`src/rtl/wb_mult_initiator_pkg.sv`:
```
// wb_mult_initiator_pkg
//   Shared definitions for the Wishbone multiplier initiator: FSM state
//   encoding, register offsets inside one multiplier window, and the default
//   register-file addresses.
package wb_mult_initiator_pkg;

  typedef enum logic [2:0] {
    ST_IDLE,
    ST_WR_A,
    ST_WR_B,
    ST_WR_V,
    ST_RD_L,
    ST_RD_H,
    ST_RSP
  } wbm_state_e;

  // Register offsets relative to a multiplier base address
  localparam int unsigned OFF_A  = 0;
  localparam int unsigned OFF_B  = 1;
  localparam int unsigned OFF_CL = 2;
  localparam int unsigned OFF_CH = 3;

  // Default register-file addresses
  localparam logic [6:0] DEF_VALID_ADR  = 7'h2;
  localparam logic [6:0] DEF_MULT1_BASE = 7'h4;
  localparam logic [6:0] DEF_MULT2_BASE = 7'h8;

  // Valid-register write pattern: bit0 starts multiplier 1, bit1 multiplier 2
  function automatic logic [1:0] valid_bits(input logic sel);
    return {sel, ~sel};
  endfunction

endpackage

```
`src/rtl/wb_access_timer.sv`:
```
// wb_access_timer
//   Per-access ACK timeout counter.
//   Ports:
//     clk_i      - clock
//     rst_i      - asynchronous active-high reset
//     inc_i      - count one cycle of strobe without acknowledge
//     clr_i      - restart the count (has priority over inc_i)
//     expired_o  - count has reached TIMEOUT-1
module wb_access_timer #(
  parameter int unsigned TIMEOUT = 16
) (
  input  logic clk_i,
  input  logic rst_i,
  input  logic inc_i,
  input  logic clr_i,
  output logic expired_o
);

  logic [7:0] cnt_q;
  logic [7:0] cnt_d;

  always_comb begin
    cnt_d = cnt_q;
    if (clr_i) begin
      cnt_d = '0;
    end else if (inc_i) begin
      cnt_d = cnt_q + 8'd1;
    end
  end

  always_ff @(posedge clk_i or posedge rst_i) begin
    if (rst_i) begin
      cnt_q <= '0;
    end else begin
      cnt_q <= cnt_d;
    end
  end

  assign expired_o = (cnt_q == 8'(TIMEOUT - 1));

endmodule

```
`src/rtl/wb_mult_initiator.sv`:
```
// wb_mult_initiator
//   Wishbone initiator that runs one full multiply per command: write A,
//   write B, write the valid bit, read C_L, read C_H, then present the
//   64-bit product on the response port. One transaction outstanding.
//   Ports:
//     WBs_CLK_i / WBs_RST_i       - clock, asynchronous active-high reset
//     cmd_valid_i / cmd_ready_o   - command handshake (ready only in IDLE)
//     cmd_sel_i, cmd_a_i, cmd_b_i - multiplier select and operands
//     rsp_valid_o / rsp_ready_i   - response handshake
//     rsp_c_o, rsp_err_o          - product and timeout flag
//     WBm_*                       - Wishbone master signals (all registered)
module wb_mult_initiator
  import wb_mult_initiator_pkg::*;
#(
  parameter int unsigned          ADDRWIDTH      = 7,
  parameter int unsigned          DATAWIDTH      = 32,
  parameter int unsigned          TIMEOUT        = 16,
  parameter logic [ADDRWIDTH-1:0] MULT_VALID_ADR = DEF_VALID_ADR,
  parameter logic [ADDRWIDTH-1:0] MULT1_BASE_ADR = DEF_MULT1_BASE,
  parameter logic [ADDRWIDTH-1:0] MULT2_BASE_ADR = DEF_MULT2_BASE
) (
  input  logic                 WBs_CLK_i,
  input  logic                 WBs_RST_i,
  input  logic                 cmd_valid_i,
  output logic                 cmd_ready_o,
  input  logic                 cmd_sel_i,
  input  logic [31:0]          cmd_a_i,
  input  logic [31:0]          cmd_b_i,
  output logic                 rsp_valid_o,
  input  logic                 rsp_ready_i,
  output logic [63:0]          rsp_c_o,
  output logic                 rsp_err_o,
  output logic [ADDRWIDTH-1:0] WBm_ADR_o,
  output logic                 WBm_CYC_o,
  output logic                 WBm_STB_o,
  output logic                 WBm_WE_o,
  output logic [3:0]           WBm_BYTE_STB_o,
  output logic [DATAWIDTH-1:0] WBm_DAT_o,
  input  logic [DATAWIDTH-1:0] WBm_DAT_i,
  input  logic                 WBm_ACK_i
);

  wbm_state_e           state_q, state_d;
  logic                 cyc_q, cyc_d;
  logic                 stb_q, stb_d;
  logic                 we_q, we_d;
  logic [ADDRWIDTH-1:0] adr_q, adr_d;
  logic [DATAWIDTH-1:0] dat_q, dat_d;
  logic                 sel_q, sel_d;
  logic [31:0]          a_q, a_d;
  logic [31:0]          b_q, b_d;
  logic [31:0]          c_lo_q, c_lo_d;
  logic [31:0]          c_hi_q, c_hi_d;
  logic                 err_q, err_d;

  logic tmr_inc;
  logic tmr_clr;
  logic tmr_expired;
  logic acked;

  function automatic logic [ADDRWIDTH-1:0] base_adr(input logic sel);
    return sel ? MULT2_BASE_ADR : MULT1_BASE_ADR;
  endfunction

  wb_access_timer #(
    .TIMEOUT (TIMEOUT)
  ) u_timer (
    .clk_i     (WBs_CLK_i),
    .rst_i     (WBs_RST_i),
    .inc_i     (tmr_inc),
    .clr_i     (tmr_clr),
    .expired_o (tmr_expired)
  );

  // ACK only counts while our strobe is up
  assign acked = stb_q & WBm_ACK_i;

  always_comb begin
    state_d = state_q;
    cyc_d   = cyc_q;
    stb_d   = stb_q;
    we_d    = we_q;
    adr_d   = adr_q;
    dat_d   = dat_q;
    sel_d   = sel_q;
    a_d     = a_q;
    b_d     = b_q;
    c_lo_d  = c_lo_q;
    c_hi_d  = c_hi_q;
    err_d   = err_q;
    tmr_inc = 1'b0;
    tmr_clr = 1'b0;

    unique case (state_q)
      ST_IDLE: begin
        if (cmd_valid_i) begin
          sel_d   = cmd_sel_i;
          a_d     = cmd_a_i;
          b_d     = cmd_b_i;
          tmr_clr = 1'b1;
          state_d = ST_WR_A;
          // First access is launched from the captured command so STB rises
          // on the cycle after acceptance
          cyc_d   = 1'b1;
          stb_d   = 1'b1;
          we_d    = 1'b1;
          adr_d   = base_adr(cmd_sel_i) + ADDRWIDTH'(OFF_A);
          dat_d   = DATAWIDTH'(cmd_a_i);
        end
      end

      ST_WR_A, ST_WR_B, ST_WR_V, ST_RD_L, ST_RD_H: begin
        if (acked) begin
          // ACK wins over a timeout firing in the same cycle
          tmr_clr = 1'b1;
          unique case (state_q)
            ST_WR_A: begin
              state_d = ST_WR_B;
              adr_d   = base_adr(sel_q) + ADDRWIDTH'(OFF_B);
              dat_d   = DATAWIDTH'(b_q);
            end
            ST_WR_B: begin
              state_d    = ST_WR_V;
              adr_d      = MULT_VALID_ADR;
              dat_d      = '0;
              dat_d[1:0] = valid_bits(sel_q);
            end
            ST_WR_V: begin
              state_d = ST_RD_L;
              we_d    = 1'b0;
              adr_d   = base_adr(sel_q) + ADDRWIDTH'(OFF_CL);
              dat_d   = '0;
            end
            ST_RD_L: begin
              state_d = ST_RD_H;
              c_lo_d  = WBm_DAT_i[31:0];
              adr_d   = base_adr(sel_q) + ADDRWIDTH'(OFF_CH);
            end
            default: begin
              state_d = ST_RSP;
              c_hi_d  = WBm_DAT_i[31:0];
              cyc_d   = 1'b0;
              stb_d   = 1'b0;
            end
          endcase
        end else if (stb_q) begin
          if (tmr_expired) begin
            state_d = ST_RSP;
            cyc_d   = 1'b0;
            stb_d   = 1'b0;
            we_d    = 1'b0;
            err_d   = 1'b1;
            tmr_clr = 1'b1;
          end else begin
            tmr_inc = 1'b1;
          end
        end
      end

      ST_RSP: begin
        if (rsp_ready_i) begin
          state_d = ST_IDLE;
          c_lo_d  = '0;
          c_hi_d  = '0;
          err_d   = 1'b0;
        end
      end

      default: begin
        state_d = ST_IDLE;
        cyc_d   = 1'b0;
        stb_d   = 1'b0;
      end
    endcase
  end

  always_ff @(posedge WBs_CLK_i or posedge WBs_RST_i) begin
    if (WBs_RST_i) begin
      state_q <= ST_IDLE;
      cyc_q   <= 1'b0;
      stb_q   <= 1'b0;
      we_q    <= 1'b0;
      adr_q   <= '0;
      dat_q   <= '0;
      sel_q   <= 1'b0;
      a_q     <= '0;
      b_q     <= '0;
      c_lo_q  <= '0;
      c_hi_q  <= '0;
      err_q   <= 1'b0;
    end else begin
      state_q <= state_d;
      cyc_q   <= cyc_d;
      stb_q   <= stb_d;
      we_q    <= we_d;
      adr_q   <= adr_d;
      dat_q   <= dat_d;
      sel_q   <= sel_d;
      a_q     <= a_d;
      b_q     <= b_d;
      c_lo_q  <= c_lo_d;
      c_hi_q  <= c_hi_d;
      err_q   <= err_d;
    end
  end

  assign cmd_ready_o    = (state_q == ST_IDLE);
  assign rsp_valid_o    = (state_q == ST_RSP);
  assign rsp_c_o        = {c_hi_q, c_lo_q};
  assign rsp_err_o      = err_q;
  assign WBm_CYC_o      = cyc_q;
  assign WBm_STB_o      = stb_q;
  assign WBm_WE_o       = we_q;
  assign WBm_ADR_o      = adr_q;
  assign WBm_DAT_o      = dat_q;
  assign WBm_BYTE_STB_o = 4'hF;

endmodule

```
`config.mk`:
```
export PLATFORM = sky130hd
export DESIGN_NAME = wb_mult_initiator
export DESIGN_NICKNAME = d
export VERILOG_FILES = /design/src/rtl/wb_mult_initiator_pkg.sv /design/src/rtl/wb_access_timer.sv /design/src/rtl/wb_mult_initiator.sv
export SDC_FILE = /design/constraint.sdc
export NUM_CORES = 1
export LEC_CHECK = 0
export BUFFER_PORTS_ARGS = -buffer_cell sky130_fd_sc_hd__buf_2
export CAP_MARGIN = 20
export CORE_AREA = 2 2 122 124
export CTS_CLUSTER_DIAMETER = 60
export DETAILED_ROUTE_END_ITERATION = 12
export DIE_AREA = 0 0 124 126
export PLACE_DENSITY = 0.71
export SLEW_MARGIN = 20
export SYNTH_ARGS = -nofsm -noshare
export SYNTH_HDL_FRONTEND = slang
export SYNTH_SLANG_ARGS = --single-unit
```
`constraint.sdc`:
```
create_clock -name WBs_CLK_i -period 12.7 [get_ports WBs_CLK_i]
set_clock_uncertainty 0.1 [all_clocks]
set_input_delay 2.54 -clock WBs_CLK_i [delete_from_list [all_inputs] [get_ports WBs_CLK_i]]
set_output_delay 2.54 -clock WBs_CLK_i [all_outputs]
set_load 0.05 [all_outputs]
```
==> results_dict.tcl, run 1 <==
set metrics [dict create \
    p_comb_share_pct 50.4 \
    synth_adder_area_share_pct 0.513 \
    tritoncts "yes" \
    synth-compound-area-share_pct 14.1 \
    crit_path_max_fanout 34 \
    cts.clk_slew.worst_paths_ps 60 \
    gp_congestion 0.849 \
    postCtsResizedCells 0 \
    initial_core_util_pct 44.3 \
    syn_area_per_cell_um2 11.2 \
    path_depth 5 \
    netSwitchingFraction_pct 47.6 \
    drv_slew 0 \
    drive_above_1_share_pct 42.2 \
    setup_viol 0 \
    p_sw_w 0.00126 \
    min_path_type "reg2reg" \
    hold_buffers 0 \
    synth_top_area_share_pct 58.4 \
    grt_overflow 0 \
    area_growth_pct 27.1 \
    max-cap-violations 0 \
    grt_pass1_wl_mm 24.5 \
    muxShareOfSynthArea_pct 12.7 \
    cts.sinks 148 \
    nNetsFinal 860 \
    io_pins 215 \
    htreeDepth 4 \
    path_buf_inv 4 \
    ys_seq_area_share_pct 58.4 \
    synth_flop_cell "dfrtp_1" \
    reg2regPathDepth 6 \
    num_antenna_cells 0 \
    crit_required_ps 10060 \
    wl_mm 15.7 \
    ys_types 46 \
    synth_xor_area_share_pct 0.138 \
    power_density_nw_per_um2 328 \
    numCtsBuffers 17 \
    drcViolationCount 0 \
    die_x_um 124 \
    synth_area_leader_cell "dfrtp_1" \
    yosys-top-cells-area "dfrtp_1 58%, mux2_2 12%, nand2_1 6.2%" \
    fmax_ghz 0.192 \
    intPower_w 0.00139 \
    vias_per_cell 5.26 \
    antenna_left 0 \
    dpl_worst_slack_ps 7950 \
    core_um2 14300 \
    grt_max_degree 86 \
    rsz0062_at_grt "false" \
    p_clk_share_pct 18.7 \
    ir_worst_vdd_mv 0.161 \
    tightestPinTransition_ps 975 \
    end_kind "primary output" \
    p_leak_nw 4.11 \
    io_buffers 207 \
    slowest_stage "dfrtp_1" \
    post-cts-setup-buffer-count 0 \
    crit_type "reg2out" \
    ys_warn_count 0 \
    tns_ps 0 \
    wire_per_inst_um 16.4 \
    arrival_ps 2570 \
    status "complete, no violations" \
    finalCritPeriodShare_pct 41.0 \
    cts-root-buf "clkbuf_16" \
    netlist_instances 564 \
    clock_path_buffers 2 \
    clk_latency_ps 420 \
    ys_seq_elements 148 \
    maxSlewHeadroom_pct 35.0 \
    synth_top_family_by_area "compound AO/OA/AOI/OAI gates" \
    num_rows 44 \
    startpoint_type "flip-flop" \
    cp_top_family "buffers and inverters" \
    layout_setup_ws_ps 7490 \
    drt_first_pass_iters 4 \
    crit_chain "clkinv_1 -> or3_1 -> buf_4 -> inv_1 -> buf_2" \
    dieArea_um2 15600 \
    vias 5014 \
    die_h_um 126 \
    seq_power_share_pct 30.9 \
    grt.total_usage_pct 20.3 \
    hold_violations 0 \
    grt_pass1_vias 4890 \
    hold_depth 2 \
    async_flop_share_pct 100 \
    netlist_area_um2 6340 \
    antenna_found_initial 0 \
    slowest_delay_ps 670 \
    synthSimpleGateAreaFrac_pct 9.83 \
    drtIter0Drc 252 \
    layout_min_cycle_time_ps 5210 \
    place_hpwl_mm 10.8 \
    synth_edf_count 0 \
]
-- final timing paths --
kind / to / startpoint / slack (ps)
max: rsp_valid_o / state_q[1]$_DFFE_PP0P_ / 7490
min: c_lo_q[8]$_DFFE_PP0P_ / c_lo_q[8]$_DFFE_PP0P_ / 370
max reg2reg: u_timer.cnt_q[3]$_DFFE_PP0P_ / state_q[2]$_DFFE_PP0P_ / 10300
min reg2reg: c_lo_q[8]$_DFFE_PP0P_ / c_lo_q[8]$_DFFE_PP0P_ / 370
max in group asynchronous: WBm_WE_o$_DFFE_PP0P_ / WBs_RST_i / 9040
min in group asynchronous: c_hi_q[26]$_DFFE_PP0P_ / WBs_RST_i / 2160
-- tightest hold or removal path: stages, from the launching register on --
cell     delay, ps
dfrtp_1        340
nand2_1         40
o21ai_0         60
-- cells by family (layout without fill, tap and decap cells) --
family | Yosys count | count (layout)
XOR/XNOR | 1 | 1
AND/OR/NAND/NOR | 143 | 143
buffers and inverters | 53 | 254
other | 2 | 7
flip-flops | 148 | 148
adder cells (fa/ha/maj) | 3 | 3
AO/OA/AOI/OAI | 142 | 142
multiplexers | 72 | 72
-- registers in the layout, indices dropped and copies added, names as in the netlist --
signal / flops
WBm_DAT_o: 32
b_q: 32
c_hi_q: 32
c_lo_q: 32
u_timer.cnt_q: 8
WBm_ADR_o: 4
state_q: 3
WBm_CYC_o: 1
WBm_STB_o: 1
WBm_WE_o: 1
rsp_err_o: 1
sel_q: 1
-- layout make-up --
cell class | count | area, um2
inverter | 8 | 35.0
tap | 184 | 230
sequential | 148 | 3700
fill | 1256 | 6250
clock buffer | 19 | 453
timing repair buffer | 214 | 1090
multi-input combinational | 368 | 2410
clock inverter | 13 | 138
-- per-stage QoR --
step	total power, W	util, %	hold slack, ps	instances	instance area, um2
after floorplan	0.00185	-	380	569	6360
after global placement	0.00212	52.2	357	922	7470
after detailed placement	0.00217	52.2	366	922	7470
after CTS	0.00267	56.3	380	954	8060
after global routing	0.00280	56.3	408	954	8060
final	0.00265	56.3	372	954	8060
-- power groups by stage --
stage / Sequential (W) / Clock, W / Combinational, W
after global routing: 0.000846 / 0.000527 / 0.00143
after global placement: 0.000812 / 0 / 0.00131
after detailed placement: 0.000826 / 0 / 0.00134
after CTS: 0.000820 / 0.000507 / 0.00135
final: 0.000818 / 0.000495 / 0.00133
after floorplan: 0.00129 / 0 / 0.000562
-- cells in the mapped netlist, types with 2 or more instances --
master	count
mux2_2	68
dfrtp_1	148
or3_4	2
o21ai_0	73
o21ai_1	2
mux2i_1	4
a22o_1	30
o31ai_1	4
a21o_1	3
or2_2	2
conb_1	2
nand2_1	105
a22oi_1	2
inv_1	6
buf_2	2
nand3_1	3
nor2_1	9
buf_4	17
a31oi_1	2
nor3_1	5
clkbuf_1	26
or3_1	4
or4_1	5
and2_1	2
nand4_1	2
maj3_1	2
a21oi_1	13
o22ai_1	3
-- layer usage --
metal	vias up	part of all wire [%]	track usage (%)
met3	23	9.9	7.52
met5	-	0	0
met2	206	47	31.9
met1	2424	42	25.5
li1	2361	-	-
met4	0	1.5	7.53
-- cells in the final DEF (no fill, tap or decap), types with 3 or more instances in the layout --
cell	instances
a21o_1	3
a21oi_1	13
a22o_1	30
buf_2	207
buf_4	7
clkbuf_16	17
clkinv_4	4
conb_1	7
dfrtp_1	148
inv_1	5
inv_6	5
mux2_2	68
mux2i_1	4
nand2_1	105
nand3_1	3
nor2_1	8
nor3_1	5
o21ai_0	73
o22ai_1	3
o31ai_1	4
or3_1	4
or4_1	5
No activity file was read; power rests on OpenSTA's default activity.
==> inputs of run 2 (changes only) <==
clock period = 5.3 ns   (was 12.7 ns; I/O delays follow)
==> run 2 against run 1 <==
Against the previous run: via count about the same; clock power rose to 2.6 times the previous value; power up 140%; worst setup slack worse by 5900 ps; routed wire length down 1.6%; final cell count down 0.10%; clock-buffer cell count up 1; sequential share of layout area down 0.25 points; register-to-register slack worse by 7400 ps; critical path type unchanged.
==> results_dict.tcl, run 2 (synthesized netlist as in run 1, its figures left out) <==
set metrics [dict create \
    cts-root-buf "clkbuf_16" \
    grt_pass1_wl_mm 24.6 \
    arrival_ps 2560 \
    slowest_stage "dfrtp_1" \
    htreeDepth 4 \
    clock_path_buffers 2 \
    wire_per_inst_um 16.2 \
    gp_congestion 0.817 \
    slowest_delay_ps 680 \
    io_pins 215 \
    post-cts-setup-buffer-count 0 \
    vias 5015 \
    num_rows 44 \
    drv_slew 0 \
    rsz0062_at_grt "false" \
    dieArea_um2 15600 \
    initial_core_util_pct 44.3 \
    crit_path_max_fanout 34 \
    crit_type "reg2out" \
    maxSlewHeadroom_pct 34.0 \
    grt_overflow 0 \
    p_leak_nw 4.13 \
    crit_required_ps 4140 \
    highest_layer "met4" \
    postCtsResizedCells 0 \
    cp-startpoint "state_q[1]$_DFFE_PP0P_" \
    fin_area_um2 8110 \
    hp-start "c_lo_q[4]$_DFFE_PP0P_" \
    layout_min_cycle_time_ps 3720 \
    place_hpwl_mm 10.6 \
    vias_per_cell 5.26 \
    hold_buffers 0 \
    post-place-cells 922 \
    status "complete, no violations" \
    antenna_found_initial 0 \
    hold_violations 0 \
    placed_area_um2 7470 \
    wl_met1_mm 6.48 \
    wl_mm 15.4 \
    nNetsFinal 860 \
    stdcell_count 953 \
    antenna_left 0 \
    min_path_type "reg2reg" \
    end_kind "primary output" \
    startpoint_type "flip-flop" \
    ir_worst_vdd_mv 0.363 \
    drcViolationCount 0 \
    fmax_ghz 0.269 \
    die_x_um 124 \
    cts.clk_slew.worst_paths_ps 60 \
    finalCritPeriodShare_pct 70.3 \
    io_buffers 207 \
    setup_viol 0 \
    met2_length_mm 7.22 \
    clk_latency_ps 420 \
    cts.sinks 148 \
    max-cap-violations 0 \
    tns_ps 0 \
    layout_common_cells "207 x buf_2, 148 x dfrtp_1, 105 x nand2_1" \
    drt_first_pass_iters 5 \
    core_um2 14300 \
    num_antenna_cells 0 \
    grt_max_degree 119 \
    drive_above_1_share_pct 42.0 \
    r2r_start "state_q[2]$_DFFE_PP0P_" \
    grt.total_usage_pct 20.1 \
    tightestPinTransition_ps 990 \
    wl_met3_mm 1.45 \
    numCtsBuffers 17 \
    hold_slack_ps 370 \
    power_density_nw_per_um2 794 \
    area_growth_pct 27.8 \
    drtIter0Drc 233 \
    final_common_cell "buf_2" \
    die_h_um 126 \
    crit_chain "clkinv_1 -> or3_1 -> buf_4 -> inv_1 -> buf_2" \
    grt_pass1_vias 5079 \
    tritoncts "yes" \
]
[run 2: changes by cell type in the layout (fill, tap and decap cells not counted), sizes merged]
cell and delta:
inv -4, bufinv +3, clkinv -1, clkbuf +1
[run 2: area by class of cell]
type                            instances  area [um2]
Clock buffer                           20         457
Clock inverter                         11         175
Fill cell                            1211        6210
Inverter                                8        37.5
Multi-Input combinational cell        368        2410
Sequential cell                       148        3700
Tap cell                              184         230
Timing Repair Buffer                  214        1090
[run 2: per-layer routing]
metal	up-vias	GRT usage [%]
li1	2363	-
met1	2420	25.1
met2	205	31.8
met5	-	0
met3	27	7.43
met4	0	7.73
[run 2: power breakdown]
group          internal (W)  total, W  switching, W
Sequential          0.00164   0.00196      0.000317
Clock              0.000814   0.00128      0.000464
Combinational      0.000997   0.00320       0.00220
[run 2: through the flow]
| step | worst slack [ps] | power [W] | utilization (%) |
|---|---|---|---|
| floorplan | 160 | 0.00444 | - |
| global placement | 2150 | 0.00508 | 52.2 |
| detailed placement | 2040 | 0.00519 | 52.2 |
| CTS | 1580 | 0.00649 | 56.6 |
| global route | 1440 | 0.00682 | 56.6 |
| finish | 1580 | 0.00644 | 56.6 |
[run 2: path summary, 6_finish.rpt]
path,to,slack [ps],depth (start not counted)
max,rsp_valid_o,1580,5
min in group asynchronous,WBm_DAT_o[23]$_DFFE_PP0P_,700,2
min reg2reg,c_lo_q[4]$_DFFE_PP0P_,370,2
max in group asynchronous,WBm_DAT_o[7]$_DFFE_PP0P_,3450,3
min,c_lo_q[4]$_DFFE_PP0P_,370,2
max reg2reg,u_timer.cnt_q[5]$_DFFE_PP0P_,2870,5
[run 2: critical path: cells and delay by family (launching register included)]
| family | cells | cell delay (ps) |
|---|---|---|
| buf+inv | 4 | 1020 |
| simple gates | 1 | 440 |
| flops | 1 | 680 |
